<file path="src/rtl/send_arbiter_pkg.sv">
// Shared types and defaults for the two-requester send arbiter.
package send_arbiter_pkg;

    typedef enum logic [1:0] {
        IDLE    = 2'd0,
        BUSY    = 2'd1,
        RELEASE = 2'd2
    } state_t;

    localparam int DATA_W_DEF      = 16;
    localparam int TIMEOUT_CYC_DEF = 16;

endpackage

</file>
<file path="src/rtl/send_arbiter_rr_pick2.sv">
// Two-way round-robin pick with a registered last-served pointer.
module rr_pick2 (
    input  logic       clkCPU,
    input  logic       rst,
    input  logic [1:0] req,
    input  logic       upd,
    input  logic       served2,
    output logic [1:0] win
);

    // 1 = requester 2 was served last, so requester 1 wins the next tie
    logic last2;

    always_comb begin
        win = req;
        if (req == 2'b11)
            win = last2 ? 2'b01 : 2'b10;
    end

    always_ff @(posedge clkCPU) begin
        if (rst)
            last2 <= 1'b1;
        else if (upd)
            last2 <= served2;
    end

endmodule

</file>
<file path="src/rtl/send_arbiter.sv">
// Arbitrates two send requesters onto one shared link with ack/timeout handling.
module send_arbiter
    import send_arbiter_pkg::*;
#(
    parameter int DATA_W      = DATA_W_DEF,
    parameter int TIMEOUT_CYC = TIMEOUT_CYC_DEF
) (
    input  logic              clkCPU,
    input  logic              rst,
    input  logic              insend1,
    input  logic              insend2,
    input  logic [DATA_W-1:0] indata1,
    input  logic [DATA_W-1:0] indata2,
    output logic              outack1,
    output logic              outack2,
    output logic              busSend,
    output logic [DATA_W-1:0] busData,
    input  logic              busAck,
    output logic [1:0]        busGrant,
    output logic              timeoutErr
);

    state_t     state;
    logic [3:0] cnt;
    logic [1:0] win;
    logic       expire;
    logic       leave_busy;

    assign expire     = (cnt == 4'(TIMEOUT_CYC - 1));
    assign leave_busy = (state == BUSY) && (busAck || expire);

    rr_pick2 u_pick (
        .clkCPU  (clkCPU),
        .rst     (rst),
        .req     ({insend2, insend1}),
        .upd     (leave_busy),
        .served2 (busGrant[1]),
        .win     (win)
    );

    always_ff @(posedge clkCPU) begin
        if (rst) begin
            state      <= IDLE;
            cnt        <= '0;
            busSend    <= 1'b0;
            busData    <= '0;
            busGrant   <= 2'b00;
            outack1    <= 1'b0;
            outack2    <= 1'b0;
            timeoutErr <= 1'b0;
        end else begin
            case (state)
                IDLE: begin
                    if (win != 2'b00) begin
                        busData  <= win[0] ? indata1 : indata2;
                        busSend  <= 1'b1;
                        busGrant <= win;
                        cnt      <= '0;
                        state    <= BUSY;
                    end
                end
                BUSY: begin
                    // ack takes priority over a timeout landing on the same edge
                    if (busAck || expire) begin
                        busSend    <= 1'b0;
                        outack1    <= busGrant[0];
                        outack2    <= busGrant[1];
                        timeoutErr <= !busAck;
                        state      <= RELEASE;
                    end else begin
                        cnt <= cnt + 4'd1;
                    end
                end
                RELEASE: begin
                    outack1    <= 1'b0;
                    outack2    <= 1'b0;
                    timeoutErr <= 1'b0;
                    busGrant   <= 2'b00;
                    state      <= IDLE;
                end
                default: state <= IDLE;
            endcase
        end
    end

endmodule

</file>
<file path="config.mk">
export PLATFORM = sky130hd
export DESIGN_NAME = send_arbiter
export DESIGN_NICKNAME = d
export VERILOG_FILES = /design/src/rtl/send_arbiter_pkg.sv /design/src/rtl/send_arbiter_rr_pick2.sv /design/src/rtl/send_arbiter.sv
export SDC_FILE = /design/constraint.sdc
export NUM_CORES = 1
export LEC_CHECK = 0
export CORE_ASPECT_RATIO = 1.25
export CORE_MARGIN = 3
export CORE_UTILIZATION = 31
export CTS_CLUSTER_SIZE = 14
export DETAILED_ROUTE_END_ITERATION = 12
export GPL_TIMING_DRIVEN = 1
export PLACE_DENSITY = 0.59
export SLEW_MARGIN = 10
export SYNTH_ARGS = -nofsm -noshare
export SYNTH_HDL_FRONTEND = slang
export SYNTH_SLANG_ARGS = --single-unit
</file>
<file path="constraint.sdc">
create_clock -name clkCPU -period 2 [get_ports clkCPU]
set_clock_uncertainty 0.05 [all_clocks]
set_input_delay 0.3 -clock clkCPU [delete_from_list [all_inputs] [get_ports clkCPU]]
set_output_delay 0.3 -clock clkCPU [all_outputs]
set_load 0.005 [all_outputs]
</file>
Yosys cells after proc, flatten, opt, wreduce, memory -nomap -nowiden
Cells that the tools add are included.
{"block": "classes", "n_addsub": 1, "eq_ne": 7, "mux": 20, "reduce_logical": 14}
{"operator": "$mux W16", "n": 1}
{"operator": "$mux W2", "n": 5}
{"operator": "$mux W4", "n": 2}
{"operator": "$pmux W1 S2", "n": 4}
{"operator": "$pmux W2 S2", "n": 2}
{"operator": "$pmux W4 S2", "n": 1}
{"operator": "$reduce_and A2 Y1", "n": 4}
{"operator": "$reduce_bool A2 Y1", "n": 4}
{"operator": "$reduce_and A3 Y1", "n": 2}
{"operator": "$mux W1", "n": 5}
{"operator": "$add A4 B1 Y4 const B", "n": 1}
{"operator": "$eq A2 B2 Y1 const B", "n": 2}
{"operator": "$eq A4 B4 Y1 const B", "n": 1}
{"operator": "$ne A2 B2 Y1 const B", "n": 2}
{"operator": "$eq A2 B1 Y1 const B", "n": 1}
{"operator": "$logic_not A2 Y1", "n": 1}
{"operator": "$ne A2 B1 Y1 const B", "n": 1}
{"operator": "$logic_and A1 B1 Y1", "n": 1}
{"operator": "$logic_not A1 Y1", "n": 1}
{"operator": "$logic_or A1 B1 Y1", "n": 1}
{"block": "totals", "register_bits": 29, "output_inout_bits": 22, "wordCells": 51}

Logic depth before layout (Yosys ltp)
Gate-level depths: netlist of run 1.
{"block": "logic_depth", "word_depth": 5, "depth_mapped": 7}

By module
From an unflattened synthesis of run 1, not the netlist that was laid out.
{"block": "unflattened", "cells_unflattened": 146, "hier_area_um2": 1443.9}
{"module": "send_arbiter", "n_inst": 1, "cells_each": 139, "area_each_um2": 1385.1, "seq_area_each_um2": 560.5}
{"module": "rr_pick2", "n_inst": 1, "cells_each": 7, "area_each_um2": 58.8, "seq_area_each_um2": 20.0}

Worst setup path before layout of run 1
OpenSTA, ideal clock, no wires.
{"block": "synth_path", "path_type": "reg-to-reg", "startpoint": "reg cnt[0]", "endpoint": "reg cnt[3]", "setup_ns": 0.074, "arrival_time_ns": 1.281, "t_required_ns": 1.876, "slack_ns": 0.595, "path_stages_with_launch": 6, "n_path_buf": 0, "cell_sequence": "dfxtp_1 -> ha_1 -> a31oi_4 -> nand2_1 -> or3_1 -> a31oi_1"}
{"block": "synth_between", "elab_chain_len": 4, "word_cells_on_any_way": 7, "classes_between": "add/sub (1); eq/ne (2); mux (2); reduce/logical (2)"}
{"element": "start: declaration", "line": "send_arbiter.sv:24", "rtl": "logic [3:0] cnt;"}
{"element": "start signal: assignment", "line": "send_arbiter.sv:71", "rtl": "cnt <= cnt + 4'd1;"}
{"element": "branches (longest 4 deep; another with $add A4 B1 Y4)"}
Several ways; the timed one is not identified. The select of a mux whose other input is x is not followed.
A chain may end at the register's enable or synchronous reset.

Worst setup path in the final report of run 1
{"block": "layout_path", "startpoint": "reg cnt[0]", "endpoint": "reg outack1"}
{"block": "layout_between", "elab_chain_len": 4}
{"element": "$eq A4 B4 Y1", "line": "send_arbiter.sv:29", "rtl": "assign expire = (cnt == 4'(TIMEOUT_CYC - 1));"}
{"element": "$logic_or A1 B1 Y1", "line": "send_arbiter.sv:64", "rtl": "if (busAck || expire) begin"}
{"element": "$ne A2 B1 Y1 (no line)"}
{"element": "$reduce_and A2 Y1 (no line)"}
{"element": "end signal: assignment", "line": "send_arbiter.sv:66", "rtl": "outack1 <= busGrant[0];"}
{"element": "end: declaration", "line": "send_arbiter.sv:14", "rtl": "output logic outack1,"}
Every way passes these cells.

==> results of run 1 <==
[cells in the final DEF (no fill, tap or decap), types with 3 or more instances in the layout]
master | synthesis | final
nor2_1 | 25 | 25
nand3_1 | 5 | 5
a211oi_2 | 16 | 16
nor3_1 | 3 | 3
dfxtp_1 | 29 | 29
mux2i_1 | 18 | 18
a31oi_1 | 3 | 3
clkdlybuf4s50_1 | 0 | 58
a21oi_1 | 4 | 4
nand2b_1 | 4 | 4
clkbuf_8 | 0 | 7
buf_4 | 1 | 3
nand2_1 | 7 | 7
[routing by layer]
| metal | GRT usage [%] | wire [microns] | up-vias |
|---|---|---|---|
| met2 | 21.8 | 1650 | 49 |
| met3 | 5.01 | 387 | 8 |
| met4 | 6.15 | 65 | 0 |
| li1 | - | - | 638 |
| met5 | 0 | 0 | - |
| met1 | 12.8 | 1350 | 545 |
[critical path, cell delays in order (launching register included)]
cell and delay (ns):
dfxtp_1 0.38, ha_1 0.27, a31oi_4 0.12, nand2b_1 0.26, o21ai_0 0.17, a2bb2o_4 0.24
[final timing paths]
path / start / end / depth (start not counted)
worst max-delay path: cnt[0] / outack1 / 5
worst min-delay path: outack2 / outack2 / 2
worst max register to register: cnt[0] / outack1 / 5
worst min register to register: outack2 / outack2 / 2
[flip-flops by register name, summed over array words and instances, names as in the netlist]
signal	cells
cnt	4
busGrant	2
busData	16
timeoutErr	1
outack2	1
state	2
outack1	1
u_pick.last2	1
busSend	1
[cell families (layout without fill, tap and decap cells)]
logic type / Yosys count / count (layout) / synth area share, %
simple gates: 53 / 53 / 18.2
fa+ha+maj: 1 / 1 / 0.842
buf+inv: 13 / 73 / 7.50
flops: 29 / 29 / 39.1
mux: 18 / 18 / 12.1
compound gates: 32 / 32 / 22.2
[through the flow]
stage	std cells	cell area (sq um)	util, %	setup WS (ns)	hold WS [ns]
4_1_cts	264	2200	48.6	0.410	0.435
3_3_place_gp	256	2100	46.3	0.178	0.422
5_1_grt	264	2200	48.6	0.325	0.481
6_report	264	2200	48.6	0.414	0.428
3_5_place_dp	256	2100	46.3	0.105	0.425
2_1_floorplan	146	1490	-	0.595	0.358
[final cells by class]
cell class                      instances  area share (%)
Sequential cell                        29            26.4
Clock buffer                            7            4.38
Timing Repair Buffer                   63            29.3
Inverter                                2           0.341
Tap cell                               58            3.30
Multi-Input combinational cell        104            36.1
Clock inverter                          1           0.228
[power groups by stage]
stage                     Clock (mW)  Sequential (mW)  Combinational, mW
final                          0.518            0.664              0.396
after global routing           0.575            0.670              0.432
after CTS                      0.545            0.664              0.404
after detailed placement           0            0.677              0.403
after global placement             0            0.675              0.393
after floorplan                    0            0.672              0.225
[synthesized netlist by cell type (all sizes together), types with 3 or more instances]
master	instances	area [sq um]
a21oi	4	20.0
a211oi	16	200
nor3	3	15.0
nand2	7	26.3
mux2i	18	180
o21ai	3	18.8
buf	10	100
nand2b	4	25.0
nor2	26	105
a31oi	4	40.0
dfxtp	29	581
nand3	5	25.0
==> results_dict.tcl, run 1 <==
set metrics [dict create \
    outcome "completed" \
    ys_warn_count 0 \
    seq_area_frac_synth_pct 39.1 \
    end_kind "flop" \
    syn_inst 146 \
    post-cts-setup-buffers 0 \
    cts_tree "built" \
    drtIter0Drc 78 \
    async_flop_share_pct 0 \
    rows 27 \
    root_buffer "clkbuf_8" \
    grt_max_degree 21 \
    vdd_drop_max_mv 0.344 \
    die_x_microns 67.9 \
    hpwl_microns 2730 \
    drt_wl_total_microns 3450 \
    cts-resized-gates 0 \
    p_leak_nw 0.845 \
    cap_violations 0 \
    rsz0062_at_grt "no" \
    cp.required_ns 2.12 \
    antenna_found_initial 0 \
    clock_latency_ns 0.28 \
    multiInputGateArea_sq_um 793 \
    fillCellCount 431 \
    drc 0 \
    max_slew_margin_pct 73.6 \
    cts-htree-levels 2 \
    finalPower_mw 1.58 \
    synth_nets 184 \
    worstPathMaxFanout 5 \
    dr.pass1.iters 4 \
    avgSynthCellArea_sq_um 10.2 \
    worst_pin_slew_ns 0.395 \
    tns_ns 0 \
    period_share_pct 79.3 \
    switching_share_pct 25.5 \
    criticalPathCategory "reg2reg" \
    grt_overflow 0 \
    worstPathArrival_ns 1.71 \
    die_h_microns 83.4 \
    layout-drive-gt1-share_pct 18.0 \
    viasPerCell 4.70 \
    synth-seq-cells 29 \
    grt_use_total_pct 12.6 \
    p_seq_share_pct 42.1 \
    holdBufCountCts 0 \
    grt_pass1_wl_microns 5470 \
    finalHoldViolCount 0 \
    regToRegSetupSlack_ns 0.41 \
    io_pins 59 \
    worstHoldPathType "reg2reg" \
    synth_flop_cell "dfxtp_1" \
    cts_num_sinks 29 \
    synth_cell_type_count 34 \
    diodes 0 \
    core_sq_um 4530 \
    start_util_pct 32.8 \
    cts_buffers 5 \
    cp-start-kind "flop" \
    setup_violations 0 \
    switchingPower_mw 0.403 \
    seqCellArea_sq_um 581 \
    fmax_mhz 631 \
    post_drt_wl_per_cell_microns 13.1 \
    power.density_nw_per_um2 718 \
    syn_to_final_growth_pct 48.0 \
    gp_congestion 0.767 \
    drv_slew 0 \
    synth-edff-count 0 \
    pwr-share-comb_pct 25.1 \
    internal_power_mw 1.17 \
    clock_path_buffers 2 \
    final_nets 243 \
    portBuffers 58 \
    antenna_left 0 \
    num_vias 1240 \
    fin_crit_ns 1.59 \
    clk_pin_slew_ns 0.06 \
    synthesis.area_sq_um 1490 \
    p_clk_share_pct 32.8 \
    die_area_sq_um 5660 \
    first_global_vias 1259 \
]
(Power assumes the default switching activity.)
==> run 2: changes to the inputs <==
==> constraint.sdc (replaced) <==
create_clock -name clkCPU -period 1.6 [get_ports clkCPU]
set_clock_uncertainty 0.05 [all_clocks]
set_input_delay 0.24 -clock clkCPU [delete_from_list [all_inputs] [get_ports clkCPU]]
set_output_delay 0.24 -clock clkCPU [all_outputs]
set_load 0.005 [all_outputs]
==> results_dict.tcl, run 2 (synthesis gave the netlist of run 1 again) <==
set metrics [dict create \
    p_seq_share_pct 43.1 \
    finalHoldViolCount 0 \
    num_vias 1272 \
    grt_max_degree 21 \
    mostFrequentLayoutCell "clkdlybuf4s50_1" \
    final_nets 248 \
    design_area_sq_um 2230 \
    max_slew_margin_pct 77.8 \
    setup_violations 0 \
    worstHoldPathType "reg2reg" \
    antenna_found_initial 0 \
    die_h_microns 83.4 \
    drc 0 \
    io_pins 59 \
    cts-htree-levels 2 \
    start_util_pct 32.8 \
    reg_top3 "busData: 16 flops, cnt: 4 flops" \
    die_area_sq_um 5660 \
    grt_pass1_wl_microns 5410 \
    clock_latency_ns 0.27 \
    clk_pin_slew_ns 0.06 \
    first_global_vias 1273 \
    outcome "completed" \
    reg2regPathDepth 5 \
    use_met3_pct 4.33 \
    gr-usage-met2_pct 21.5 \
    switching_share_pct 26.5 \
    cp.required_ns 1.74 \
    period_share_pct 95.2 \
    p_leak_nw 0.865 \
    power.density_nw_per_um2 855 \
    cp-start-kind "flop" \
    internal_power_mw 1.40 \
    drv_slew 0 \
    largest_reg_flops 16 \
    tns_ns 0 \
    layout-drive-gt1-share_pct 19.9 \
    gp_congestion 0.836 \
    worstPathMaxFanout 3 \
    fin_crit_ns 1.52 \
    cts_num_sinks 29 \
    rsz0062_at_grt "no" \
    dr.pass1.iters 4 \
    crit_start "cnt[0]" \
    root_buffer "clkbuf_8" \
    pwr-share-comb_pct 27.7 \
    cap_violations 0 \
    clock_path_buffers 2 \
    placed_area_sq_um 2150 \
    criticalPathCategory "reg2reg" \
    syn_to_final_growth_pct 50.5 \
    grt_use_total_pct 12.1 \
    drt_wl_total_microns 3560 \
    antenna_left 0 \
    hpwl_microns 2800 \
    regToRegSetupSlack_ns 0.08 \
    worstPathArrival_ns 1.67 \
    grt_overflow 0 \
    worst_pin_slew_ns 0.329 \
    top_register "busData" \
    die_x_microns 67.9 \
    switchingPower_mw 0.506 \
    portBuffers 58 \
    post_drt_wl_per_cell_microns 13.2 \
    diodes 0 \
    whs_ns 0.436 \
    core_sq_um 4530 \
    viasPerCell 4.73 \
    cts_buffers 5 \
    fmax_mhz 656 \
    whs_path_depth 2 \
    cts_tree "built" \
    drtIter0Drc 40 \
    r2r-start "cnt[0]" \
    vdd_drop_max_mv 0.402 \
    globalRouteMet1Util_pct 12.6 \
    grt_busiest_layer "met2" \
    end_kind "flop" \
    final_cell_mix "clkdlybuf4s50_1, dfxtp_1, nor2_1" \
    crit_end "cnt[3]" \
    rows 27 \
    worst_r2r_endpoint "cnt[3]" \
    p_clk_share_pct 29.2 \
]
-- run 2: changes by cell type in the layout (fill, tap and decap cells not counted) --
cell	before	now
clkbuf_1	0	1
a22oi_1	1	0
buf_4	3	7
clkinv_2	1	2
a22oi_2	0	1
clkbuf_8	7	5
buf_12	2	3
-- run 2: layout make-up --
type	instances	area, sq um
Inverter	2	7.51
Clock buffer	6	72.6
Clock inverter	2	10.0
Sequential cell	29	581
Multi-Input combinational cell	104	798
Timing Repair Buffer	68	693
Fill cell	417	2290
Tap cell	58	72.6
-- run 2: stage by stage --
step                      power, mW  cells  utilization [%]  setup WS (ns)
final                          1.91    269             49.4         0.0763
after detailed placement       1.37    261             47.4         -0.128
after global placement         1.36    261             47.4        -0.0632
after CTS                      1.95    269             49.3         0.0342
after global routing           2.02    269             49.4         0.0152
after floorplan                1.12    146                -          0.195
-- run 2: timing repair --
action	in CTS	in global routing
buffers inserted	0	0
gates resized for setup	0	1
hold buffers	0	0
endpoints found under the setup margin	0	1
-- run 2: metal layers --
metal | up-vias | wire, microns | part of all wire [%]
met5 | - | 0 | 0
met4 | 0 | 12 | 0.34
met3 | 2 | 341 | 9.6
met2 | 49 | 1710 | 48
met1 | 573 | 1490 | 42
li1 | 648 | - | -
-- run 2: how the worst min path moves through the flow --
stage | start | to | slack [ns]
finish | outack2 | outack2 | 0.44
detailed placement | outack2 | outack2 | 0.43
global placement | outack2 | outack2 | 0.42
global route | busSend | busSend | 0.49
CTS | outack2 | outack2 | 0.44
floorplan | rst | state[1] | 0.30
-- run 2: power groups by stage --
stage / sequential, mW / clock (mW) / combinational (mW)
floorplan: 0.840 / 0 / 0.281
global placement: 0.838 / 0 / 0.524
detailed placement: 0.840 / 0 / 0.533
CTS: 0.825 / 0.587 / 0.534
global route: 0.830 / 0.620 / 0.572
finish: 0.823 / 0.558 / 0.529
-- run 2: worst max-delay path, cell delays in order (launching register included) --
cell and delay [ns]:
dfxtp_1 0.34, ha_1 0.27, a31oi_4 0.22, nand2_1 0.09
or3_1 0.35, a31oi_1 0.13
==> run 3: changes to the inputs <==
--- a/config.mk
+++ b/config.mk
@@ -6,7 +6,7 @@
 export NUM_CORES = 1
 export LEC_CHECK = 0
 export CORE_ASPECT_RATIO = 1.25
-export CORE_MARGIN = 3
+export CORE_MARGIN = 2
 export CORE_UTILIZATION = 31
 export CTS_CLUSTER_SIZE = 14
 export DETAILED_ROUTE_END_ITERATION = 12
==> results_dict.tcl, run 3 (synthesis gave the netlist of run 1 again) <==
set metrics [dict create \
    outcome "completed" \
    cts_buffers 5 \
    rsz0062_at_grt "no" \
    drt_wl_total_microns 3480 \
    dr.pass1.iters 4 \
    diodes 0 \
    die_area_sq_um 5360 \
    switchingPower_mw 0.510 \
    cts-htree-levels 2 \
    cp.required_ns 1.72 \
    core_sq_um 4660 \
    p_seq_share_pct 43.1 \
    portBuffers 58 \
    gp_congestion 0.797 \
    design_area_sq_um 2250 \
    max_slew_margin_pct 78.1 \
    io_pins 59 \
    pwr-share-comb_pct 27.6 \
    worstHoldPathType "reg2reg" \
    cts_num_sinks 29 \
    p_leak_nw 0.874 \
    antenna_left 0 \
    die_h_microns 81.4 \
    criticalPathCategory "reg2reg" \
    clock_latency_ns 0.27 \
    slowest_stage "dfxtp_1" \
    switching_share_pct 26.6 \
    mostFrequentLayoutCell "clkdlybuf4s50_1" \
    finalHoldViolCount 0 \
    reg_top3 "busData: 16 flops, cnt: 4 flops" \
    grt_use_total_pct 13.5 \
    cts-resized-gates 0 \
    post-cts-setup-buffers 0 \
    final_util_pct 48.2 \
    antenna_found_initial 0 \
    whs_ns 0.443 \
    layout-drive-gt1-share_pct 20.2 \
    first_global_vias 1311 \
    final_cell_mix "clkdlybuf4s50_1, dfxtp_1, nor2_1" \
    critPathBufInv 0 \
    syn_to_final_growth_pct 51.3 \
    grt_overflow 0 \
    drtIter0Drc 32 \
    clk_pin_slew_ns 0.06 \
    worstPathCellList "ha_1 -> a31oi_4 -> nand2b_1 -> o21ai_0 -> a2bb2o_4" \
    period_share_pct 94.4 \
    worstPathMaxFanout 4 \
    internal_power_mw 1.41 \
    grt_max_degree 19 \
    root_buffer "clkbuf_8" \
    largest_reg_flops 16 \
    die_x_microns 65.9 \
    fmax_mhz 662 \
    clock_path_buffers 2 \
    start_util_pct 31.9 \
    critPathTopFamily "compound AO/OA/AOI/OAI gates" \
    cts_tree "built" \
    end_kind "flop" \
    drv_slew 0 \
    num_vias 1274 \
    final_nets 250 \
    hpwl_microns 2800 \
    holdBufCountCts 0 \
    top_register "busData" \
    rows 28 \
    cp-start-kind "flop" \
    cap_violations 0 \
    placed_area_sq_um 2160 \
    worstPathArrival_ns 1.63 \
    fin_crit_ns 1.51 \
    power.density_nw_per_um2 853 \
    cpPeakStageDelay_ns 0.37 \
    viasPerCell 4.67 \
    worst_pin_slew_ns 0.328 \
    drc 0 \
    p_clk_share_pct 29.3 \
    grt_pass1_wl_microns 5620 \
    vdd_drop_max_mv 0.358 \
    setup_violations 0 \
    post_drt_wl_per_cell_microns 12.7 \
]
[run 3: worst paths after layout]
kind / start / to / slack [ns] / cells past startpoint
worst min register to register: busSend / busSend / 0.44 / 2
worst max register to register: cnt[0] / outack1 / 0.09 / 5
worst max-delay path: cnt[0] / outack1 / 0.09 / 5
worst min-delay path: busSend / busSend / 0.44 / 2
[run 3: area by class of cell]
| class | count | area, sq um |
|---|---|---|
| clock buffers | 6 | 72.6 |
| clock inverters | 2 | 10.0 |
| fillers | 425 | 2410 |
| inverters | 2 | 7.51 |
| multi-input cells | 104 | 793 |
| flip-flops and latches | 29 | 581 |
| well taps | 60 | 75.1 |
| repair buffers | 70 | 708 |
[run 3: routing by layer]
metal	vias to the layer above	GRT usage, %	share of wire [%]
met5	-	0	0
met4	0	5.00	1.3
met3	5	4.02	8.5
met2	45	24.6	49
met1	571	14.4	42
li1	653	-	-
[run 3: worst register-to-register path, cell delays in order (launching register included)]
cell and delay (ns):
dfxtp_1 0.37, ha_1 0.27, a31oi_4 0.13, nand2b_1 0.21, o21ai_0 0.15, a2bb2o_4 0.24
[run 3: power by group through the flow]
stage               clock network (mW)  registers [mW]  logic, mW
finish                           0.562           0.826      0.528
global route                     0.624           0.834      0.570
CTS                              0.590           0.827      0.538
detailed placement                   0           0.843      0.537
global placement                     0           0.840      0.526
floorplan                            0           0.840      0.281
[run 3: metrics by stage]
stage | TNS [ns] | setup WS (ns) | total power [mW] | instances
2_1_floorplan | 0 | 0.195 | 1.12 | 146
3_3_place_gp | -0.971 | -0.0736 | 1.37 | 265
3_5_place_dp | -1.52 | -0.119 | 1.38 | 265
4_1_cts | 0 | 0.0857 | 1.95 | 273
5_1_grt | 0 | 0.00411 | 2.03 | 273
6_report | 0 | 0.0896 | 1.92 | 273
